$ cat src/rtl/pic_grey_stream_if.sv
// Video stream and picture-ROM bundle for pic_grey_stream.
// master = timing generator / ROM / encoder side, slave = the converter.
interface pic_grey_stream_if #(
  parameter int ADDR_WIDTH = 16
);
  logic                  vs_in;
  logic                  hs_in;
  logic                  de_in;
  logic                  grey_en;
  logic [ADDR_WIDTH-1:0] rom_addr;
  logic [23:0]           rom_rd_data;
  logic                  vs_out;
  logic                  hs_out;
  logic                  de_out;
  logic [23:0]           rgb_out;

  modport master (
    output vs_in, hs_in, de_in, grey_en, rom_rd_data,
    input  rom_addr, vs_out, hs_out, de_out, rgb_out
  );

  modport slave (
    input  vs_in, hs_in, de_in, grey_en, rom_rd_data,
    output rom_addr, vs_out, hs_out, de_out, rgb_out
  );
endinterface

$ cat src/rtl/pic_grey_stream.sv
// Picture window address generator and RGB888-to-luma converter placed between
// the HDMI timing generator and the encoder; sync/DE are delayed 3 cycles to match.
module pic_grey_stream #(
  parameter int          ADDR_WIDTH = 16,
  parameter logic [11:0] PIC_X0     = 12'd512,
  parameter logic [11:0] PIC_Y0     = 12'd232,
  parameter logic [11:0] PIC_W      = 12'd256,
  parameter logic [11:0] PIC_H      = 12'd256,
  parameter logic [23:0] BG_RGB     = 24'h000000
) (
  input  logic               clk,
  input  logic               rst,
  pic_grey_stream_if.slave   bus
);

  localparam logic [ADDR_WIDTH-1:0] ADDR_ZERO = {ADDR_WIDTH{1'b0}};
  localparam logic [ADDR_WIDTH-1:0] ADDR_ONE  = {{(ADDR_WIDTH-1){1'b0}}, 1'b1};
  localparam logic [12:0]           X_END     = {1'b0, PIC_X0} + {1'b0, PIC_W};
  localparam logic [12:0]           Y_END     = {1'b0, PIC_Y0} + {1'b0, PIC_H};

  // Rounded BT.601-style luma; the 17-bit sum never exceeds 65408, so no saturation.
  function automatic logic [7:0] luma8(input logic [23:0] rgb);
    logic [16:0] sum;
    sum = (17'd77  * {9'd0, rgb[23:16]})
        + (17'd150 * {9'd0, rgb[15:8]})
        + (17'd29  * {9'd0, rgb[7:0]})
        + 17'd128;
    return 8'(sum >> 17'd8);
  endfunction

  logic [11:0]           x_cnt_r;
  logic [11:0]           y_cnt_r;
  logic                  vs_prev_r;
  logic                  de_prev_r;
  logic                  frame_valid_r;
  logic                  grey_mode_r;
  logic [ADDR_WIDTH-1:0] addr_cnt_r;
  logic [ADDR_WIDTH-1:0] rom_addr_r;
  logic                  de_d1_r, de_d2_r;
  logic                  hs_d1_r, hs_d2_r;
  logic                  vs_d1_r, vs_d2_r;
  logic                  win_d1_r, win_d2_r;
  logic                  de_out_r, hs_out_r, vs_out_r;
  logic [23:0]           rgb_out_r;

  logic                  vs_rise_s;
  logic                  de_fall_s;
  logic                  in_win_s;
  logic [7:0]            luma_s;
  logic [23:0]           rgb_next_s;

  // Edge detection and window decode for the pixel arriving this cycle.
  always_comb begin
    vs_rise_s = bus.vs_in & ~vs_prev_r;
    de_fall_s = de_prev_r & ~bus.de_in;
    in_win_s  = bus.de_in & frame_valid_r
              & ({1'b0, x_cnt_r} >= {1'b0, PIC_X0}) & ({1'b0, x_cnt_r} < X_END)
              & ({1'b0, y_cnt_r} >= {1'b0, PIC_Y0}) & ({1'b0, y_cnt_r} < Y_END);
  end

  // Position counters, frame qualification, mode latch and ROM addressing.
  always_ff @(posedge clk) begin
    if (rst) begin
      x_cnt_r       <= 12'd0;
      y_cnt_r       <= 12'd0;
      vs_prev_r     <= 1'b0;
      de_prev_r     <= 1'b0;
      frame_valid_r <= 1'b0;
      grey_mode_r   <= 1'b1;
      addr_cnt_r    <= ADDR_ZERO;
      rom_addr_r    <= ADDR_ZERO;
    end else begin
      vs_prev_r <= bus.vs_in;
      de_prev_r <= bus.de_in;
      x_cnt_r   <= bus.de_in ? (x_cnt_r + 12'd1) : 12'd0;
      if (vs_rise_s) begin
        y_cnt_r <= 12'd0;
      end else if (de_fall_s) begin
        y_cnt_r <= y_cnt_r + 12'd1;
      end else begin
        y_cnt_r <= y_cnt_r;
      end
      if (vs_rise_s) begin
        frame_valid_r <= 1'b1;
        grey_mode_r   <= bus.grey_en;
        addr_cnt_r    <= ADDR_ZERO;
        rom_addr_r    <= ADDR_ZERO;
      end else if (in_win_s) begin
        rom_addr_r <= addr_cnt_r;
        addr_cnt_r <= addr_cnt_r + ADDR_ONE;
      end else begin
        rom_addr_r <= rom_addr_r;
        addr_cnt_r <= addr_cnt_r;
      end
    end
  end

  // Output pixel select for the t+3 register; ROM data is valid alongside win_d2.
  always_comb begin
    luma_s     = luma8(bus.rom_rd_data);
    rgb_next_s = 24'h000000;
    if (!de_d2_r) begin
      rgb_next_s = 24'h000000;
    end else if (!win_d2_r) begin
      rgb_next_s = BG_RGB;
    end else if (grey_mode_r) begin
      rgb_next_s = {luma_s, luma_s, luma_s};
    end else begin
      rgb_next_s = bus.rom_rd_data;
    end
  end

  // Sync/DE/window delay line and registered outputs.
  always_ff @(posedge clk) begin
    if (rst) begin
      de_d1_r   <= 1'b0;
      de_d2_r   <= 1'b0;
      hs_d1_r   <= 1'b0;
      hs_d2_r   <= 1'b0;
      vs_d1_r   <= 1'b0;
      vs_d2_r   <= 1'b0;
      win_d1_r  <= 1'b0;
      win_d2_r  <= 1'b0;
      de_out_r  <= 1'b0;
      hs_out_r  <= 1'b0;
      vs_out_r  <= 1'b0;
      rgb_out_r <= 24'h000000;
    end else begin
      de_d1_r   <= bus.de_in;
      de_d2_r   <= de_d1_r;
      hs_d1_r   <= bus.hs_in;
      hs_d2_r   <= hs_d1_r;
      vs_d1_r   <= bus.vs_in;
      vs_d2_r   <= vs_d1_r;
      win_d1_r  <= in_win_s;
      win_d2_r  <= win_d1_r;
      de_out_r  <= de_d2_r;
      hs_out_r  <= hs_d2_r;
      vs_out_r  <= vs_d2_r;
      rgb_out_r <= rgb_next_s;
    end
  end

  assign bus.rom_addr = rom_addr_r;
  assign bus.de_out   = de_out_r;
  assign bus.hs_out   = hs_out_r;
  assign bus.vs_out   = vs_out_r;
  assign bus.rgb_out  = rgb_out_r;

endmodule

$ cat src/flat_wrapper.sv
// flat-port wrapper written by rule: the top's interface ports become plain ports
module pic_grey_stream_flat 
#(
  parameter int          ADDR_WIDTH = 16,
  parameter logic [11:0] PIC_X0     = 12'd512,
  parameter logic [11:0] PIC_Y0     = 12'd232,
  parameter logic [11:0] PIC_W      = 12'd256,
  parameter logic [11:0] PIC_H      = 12'd256,
  parameter logic [23:0] BG_RGB     = 24'h000000
)
  (clk, rst, bus_vs_in, bus_hs_in, bus_de_in, bus_grey_en, bus_rom_rd_data, bus_rom_addr, bus_vs_out, bus_hs_out, bus_de_out, bus_rgb_out);
  pic_grey_stream_if #(.ADDR_WIDTH(ADDR_WIDTH)) bus_i ();
  input  logic clk;
  input  logic rst;
  input wire logic [$bits(bus_i.vs_in)-1:0] bus_vs_in;
  input wire logic [$bits(bus_i.hs_in)-1:0] bus_hs_in;
  input wire logic [$bits(bus_i.de_in)-1:0] bus_de_in;
  input wire logic [$bits(bus_i.grey_en)-1:0] bus_grey_en;
  input wire logic [$bits(bus_i.rom_rd_data)-1:0] bus_rom_rd_data;
  output wire logic [$bits(bus_i.rom_addr)-1:0] bus_rom_addr;
  output wire logic [$bits(bus_i.vs_out)-1:0] bus_vs_out;
  output wire logic [$bits(bus_i.hs_out)-1:0] bus_hs_out;
  output wire logic [$bits(bus_i.de_out)-1:0] bus_de_out;
  output wire logic [$bits(bus_i.rgb_out)-1:0] bus_rgb_out;
  assign bus_i.vs_in = bus_vs_in;
  assign bus_i.hs_in = bus_hs_in;
  assign bus_i.de_in = bus_de_in;
  assign bus_i.grey_en = bus_grey_en;
  assign bus_i.rom_rd_data = bus_rom_rd_data;
  assign bus_rom_addr = bus_i.rom_addr;
  assign bus_vs_out = bus_i.vs_out;
  assign bus_hs_out = bus_i.hs_out;
  assign bus_de_out = bus_i.de_out;
  assign bus_rgb_out = bus_i.rgb_out;
  pic_grey_stream #(.ADDR_WIDTH(ADDR_WIDTH), .PIC_X0(PIC_X0), .PIC_Y0(PIC_Y0), .PIC_W(PIC_W), .PIC_H(PIC_H), .BG_RGB(BG_RGB)) u_core (.clk(clk), .rst(rst), .bus(bus_i));
endmodule
$ cat config.mk
export PLATFORM = sky130hd
export DESIGN_NAME = pic_grey_stream_flat
export DESIGN_NICKNAME = d
export VERILOG_FILES = /design/src/rtl/pic_grey_stream_if.sv /design/src/rtl/pic_grey_stream.sv /design/src/flat_wrapper.sv
export SDC_FILE = /design/constraint.sdc
export NUM_CORES = 1
export LEC_CHECK = 0
export CAP_MARGIN = 20
export CELL_PAD_IN_SITES_DETAIL_PLACEMENT = 0
export CELL_PAD_IN_SITES_GLOBAL_PLACEMENT = 1
export CORE_MARGIN = 10
export CORE_UTILIZATION = 45
export DETAILED_ROUTE_END_ITERATION = 10
export MAX_ROUTING_LAYER = met4
export PLACE_DENSITY = 0.89
export SYNTH_ARGS = -nofsm -noshare
export SYNTH_HDL_FRONTEND = slang
export SYNTH_SLANG_ARGS = --single-unit
$ cat constraint.sdc
create_clock -name clk -period 7.9 [get_ports clk]
set_input_delay 0.79 -clock clk [delete_from_list [all_inputs] [get_ports clk]]
set_output_delay 0.79 -clock clk [all_outputs]
set_load 0.1 [all_outputs]
# After elaboration in Yosys (flattened, before gate mapping)
# Index checks and enable logic that the tools add are counted.
[classes]
n_addsub = 6
mul = 3
n_mux = 1
n_reduce_logical = 3
magnitude_cmp = 4
n_bitwise = 11
[ops]
columns = ["op", "n"]
rows = [
  ["7-bit by 8-bit multiplier with 15-bit output, first input constant", 2],
  ["12-bit by 1-bit adder with 12-bit output, second input constant", 2],
  ["24-bit 2-to-1 mux", 1],
  ["15-bit by 16-bit adder with 16-bit output", 1],
  ["16-bit by 1-bit adder with 16-bit output, second input constant", 1],
  ["16-bit by 13-bit adder with 16-bit output", 1],
  ["16-bit by 8-bit adder with 16-bit output, second input constant", 1],
  ["5-bit by 8-bit multiplier with 13-bit output, first input constant", 1],
  ["12-bit by 10-bit >= comparator with 1-bit output, second input constant", 1],
  ["12-bit by 8-bit >= comparator with 1-bit output, second input constant", 1],
  ["12-bit by 10-bit < comparator with 1-bit output, second input constant", 1],
  ["12-bit by 9-bit < comparator with 1-bit output, second input constant", 1],
  ["1-bit AND", 7],
  ["1-bit NOT", 4],
  ["2-bit OR reduction", 2],
  ["3-bit OR reduction", 1],
]
[totals]
ff_bits = 93
input_bits = 30
wordCells = 46
output_inout_bits = 43

# Longest topological paths before layout
# Gate-level depths: netlist of run 1.
[logic_depth]
ltp_word = 5
ltp_mapped = 25
ltp_nobuf = 25

# Worst setup path before layout of run 1
# Ideal clock, no wire load.
[synth_timing]
path_kind = "in2reg"
startpoint = "input port bus_rom_rd_data[12]"
endpoint = "register u_core.rgb_out_r[13], in the netlist u_core.bus.rgb_out[13]"
n_path_buf = 0
setup_ps = 117
setup_slack_ps = 1019
required_time_ps = 7783
stages = 23
t_arrival_ps = 6764
cell_sequence = "ha_1 > ha_1 > inv_1 > fa_1 > fa_1 > inv_1 > ha_1 > xnor2_1 > fa_1 > fa_1 > inv_1 > fa_1 > inv_1 > fa_1 > ha_1 > ha_1 > nand4_1 > or3_1 > o211ai_2 > o21a_1 > a31oi_1 > xnor2_1 > a22o_1"
[synth_between]
elab_chain_cells = 5
[synth_lines]
columns = ["element", "line_no", "text"]
rows = [
  ["start: declaration", "flat_wrapper.sv:19", "input wire logic [$bits(bus_i.rom_rd_data)-1:0] bus_rom_rd_data;"],
  ["7-bit by 8-bit multiplier with 15-bit output", "pic_grey_stream.sv:25", "+ (17'd150 * {9'd0, rgb[15:8]})"],
  ["15-bit by 16-bit adder with 16-bit output", "pic_grey_stream.sv:25", ""],
  ["16-bit by 13-bit adder with 16-bit output", "pic_grey_stream.sv:26", "+ (17'd29 * {9'd0, rgb[7:0]})"],
  ["16-bit by 8-bit adder with 16-bit output", "pic_grey_stream.sv:27", "+ 17'd128;"],
  ["24-bit 2-to-1 mux", "pic_grey_stream.sv:106", "end else if (grey_mode_r) begin"],
  ["end signal: assignment", "pic_grey_stream.sv:140", "rgb_out_r <= rgb_next_s;"],
  ["end: declaration", "pic_grey_stream.sv:44", "logic [23:0] rgb_out_r;"],
]
# No other way between the ends.
# A chain may end at the register's enable or synchronous reset.

# Worst setup path after layout of run 1
[layout_timing]
startpoint = "input port bus_rom_rd_data[12]"
endpoint = "register u_core.rgb_out_r[21], in the netlist u_core.bus.rgb_out[21]"
# The elaborated chain is that of the path after synthesis.

==> metrics.yaml, run 1 <==
slew_headroom: 0.323
port_buffers: 72
viasPerCell: 5.13
ys_seq_area_frac: 0.279
drt_pass1_iterations: 5
rsz0062_at_grt: "no"
outcome: "complete, no violations"
start_kind: "primary input"
die_h_um: 142
antenna_cells: 0
rows: 44
core_area_mm2: 0.0145
gp_congestion: 0.931
met2_usage: 0.275
power_frac_seq: 0.155
clock_path_buffers: 2
yosysUniqueCellTypes: 52
fin_setup_tns_ns: 0
ir_worst_vdd_uv: 433
p_int_w: 0.00165
combinationalPowerShare: 0.710
finalNetCount: 967
arrival_ns: 7.67
cts_resized: 0
drtIter0Drc: 230
post_cts_buffers: 0
clkSinkCount: 93
dp_cells: 956
routedWlPerCell_um: 15.6
fmax_ghz: 0.134
p_sw_w: 0.00140
synth_area_mm2: 0.00668
boundaryPins: 73
yosysWarnings: 0
tightest_slew_ns: 1.01
drive_gt1_frac: 0.0382
skew_ns: 0.00468
htreeDepth: 3
met3_usage: 0.0324
hold_path_class: "register to register"
vias: 4973
fp.dieW_um: 142
whs_ns: 0.444
drv_slew: 0
period_needed_ns: 7.44
synthCells: 704
grt_pass1_wl_um: 25200
synth_area_per_cell_um2: 9.49
ys_seq_elements: 93
grtUsageMet1: 0.183
die-area_mm2: 0.0201
start_util: 0.460
clock_latency_ns: 0.34
cts_tree: "yes"
crit_path_max_fanout: 6
switching_share: 0.459
power_density_mw_per_mm2: 386
antenna_found_initial: 0
stdcell_count: 970
synthArstFlopShare: 0
grt_overflow: 0
top_usage_layer: "met2"
layout_common_cells: "inv_1, ha_1, dfxtp_1"
cts_hold_buf: 0
syn_to_final_growth_pct: 18.6
post-route-period-util: 0.942
endpoint_kind: "register"
setup_viol: 0
clk_pin_slew_worst_paths_ns: 0.06
synth_edf_count: 0
grt.total_usage: 0.158
grt_max_degree: 45
ff2ff_setup_slack_ns: 5.78
ant_nets: 0
p_clk_frac: 0.134
crit_required_ns: 8.13
wirelength_um: 15100
post-dp-hpwl_um: 12400
finalHoldViolCount: 0
grt_pass1_vias: 5191
drv_cap: 0
final_common_cell: "inv_1"
clock-root-buffer: "clkbuf_16"
synth_nets: 888
critPathKind: "primary input to register"
drc: 0
p_leak_nw: 3.63
cts_buffers: 9
ys.flop_type: "dfxtp_1"
[path summary, 6_finish.rpt]
check,start,end,cells past startpoint
min reg2reg,u_core.win_d1_r$_SDFF_PP0_,u_core.win_d2_r$_SDFF_PP0_,1
max reg2reg,u_core.y_cnt_r[9]$_SDFFE_PP0P_,u_core.addr_cnt_r[9]$_SDFFE_PP0P_,7
max,bus_rom_rd_data[12],u_core.bus.rgb_out[21]$_SDFF_PP0_,24
min,u_core.win_d1_r$_SDFF_PP0_,u_core.win_d2_r$_SDFF_PP0_,1
[cells in the mapped netlist, types with 2 or more instances]
| cell | instances | area, um2 |
|---|---|---|
| xor2_1 | 22 | 193 |
| nor3_1 | 6 | 30.0 |
| a21oi_2 | 2 | 17.5 |
| dfxtp_1 | 93 | 1860 |
| a21o_1 | 7 | 52.6 |
| nand2_1 | 47 | 176 |
| nor2_1 | 64 | 240 |
| a22o_1 | 3 | 26.3 |
| nor3b_1 | 3 | 22.5 |
| xnor2_1 | 22 | 193 |
| clkbuf_1 | 9 | 33.8 |
| nand4_1 | 10 | 62.6 |
| o21ai_1 | 4 | 20.0 |
| inv_1 | 112 | 420 |
| o21a_1 | 4 | 30.0 |
| a31oi_1 | 5 | 31.3 |
| nand2b_1 | 3 | 18.8 |
| nor2b_1 | 12 | 75.1 |
| o211ai_1 | 2 | 15.0 |
| buf_2 | 2 | 10.0 |
| and2_1 | 2 | 12.5 |
| or2_2 | 3 | 18.8 |
| o21ai_0 | 11 | 55.1 |
| a21oi_1 | 22 | 110 |
| and3_1 | 9 | 56.3 |
| mux2i_1 | 20 | 200 |
| and4_1 | 2 | 17.5 |
| fa_1 | 55 | 1100 |
| ha_1 | 99 | 1240 |
| nand3_1 | 18 | 90.1 |
| or3_1 | 10 | 62.6 |
[routing by layer]
layer,wire (um),up-vias
met1,6660,2419
met3,569,13
met5,0,-
met2,7670,84
li1,-,2457
met4,206,0
[power by group through the flow]
stage / sequential (W) / clock (W) / combinational [W]
global route: 0.000475 / 0.000442 / 0.00252
global placement: 0.000485 / 0 / 0.00208
CTS: 0.000475 / 0.000421 / 0.00217
floorplan: 0.000487 / 0 / 0.00169
detailed placement: 0.000485 / 0 / 0.00214
finish: 0.000475 / 0.000411 / 0.00217
[registers in the layout, indices dropped and copies added, names as in the netlist, 12 cells and up]
name                 count
u_core.y_cnt_r          12
u_core.bus.rgb_out      24
u_core.x_cnt_r          12
u_core.bus.rom_addr     16
u_core.addr_cnt_r       16
[per-stage QoR]
stage	utilization	setup WS [ns]	cell area, um2	power, W
after global placement	0.526	0.367	7640	0.00256
after floorplan	-	1.02	6680	0.00217
after global routing	0.545	0.0605	7920	0.00343
after CTS	0.545	0.431	7920	0.00306
after detailed placement	0.526	0.0955	7640	0.00263
final	0.545	0.461	7920	0.00306
[worst max-delay path, stage by stage]
cell and delay (ns):
clkdlybuf4s50_1 0.43, ha_1 0.32, ha_1 0.28, inv_1 0.06, fa_1 0.49, fa_1 0.51, inv_1 0.04, ha_1 0.33
xnor2_1 0.24, fa_1 0.47, fa_1 0.51, inv_1 0.05, fa_1 0.47, inv_1 0.05, fa_1 0.47, ha_1 0.30
ha_1 0.37, nand4_1 0.16, or3_1 0.37, o211ai_2 0.16, o21a_1 0.25, a31oi_1 0.12, xnor2_1 0.17, a22o_1 0.24
[cell families after synthesis]
family,after synthesis,share of synthesized area
simple gates,197,0.142
fa+ha+maj,154,0.350
buf+inv,123,0.0695
flops,93,0.279
compound gates,73,0.0723
xor+xnor,44,0.0577
mux,20,0.0300
[layout make-up]
type                            count  area, um2
Multi-Input combinational cell    488       4360
Timing Repair Buffer               79        773
Inverter                          112        420
Clock buffer                       12        246
Tap cell                          184        230
Sequential cell                    93       1860
Clock inverter                      2       35.0
Fill cell                        1320       6610
Note: power is estimated with default switching activity, not from simulation.
==> inputs of run 2 (changes only) <==
--- a/config.mk
+++ b/config.mk
@@ -11,8 +11,10 @@
 export CORE_MARGIN = 10
 export CORE_UTILIZATION = 45
 export DETAILED_ROUTE_END_ITERATION = 10
+export GPL_TIMING_DRIVEN = 1
 export MAX_ROUTING_LAYER = met4
 export PLACE_DENSITY = 0.89
+export SKIP_CTS_REPAIR_TIMING = 1
 export SYNTH_ARGS = -nofsm -noshare
 export SYNTH_HDL_FRONTEND = slang
 export SYNTH_SLANG_ARGS = --single-unit
==> results of run 2 <==
Same layout as run 1: the final DEF is identical, and so are final timing and power.
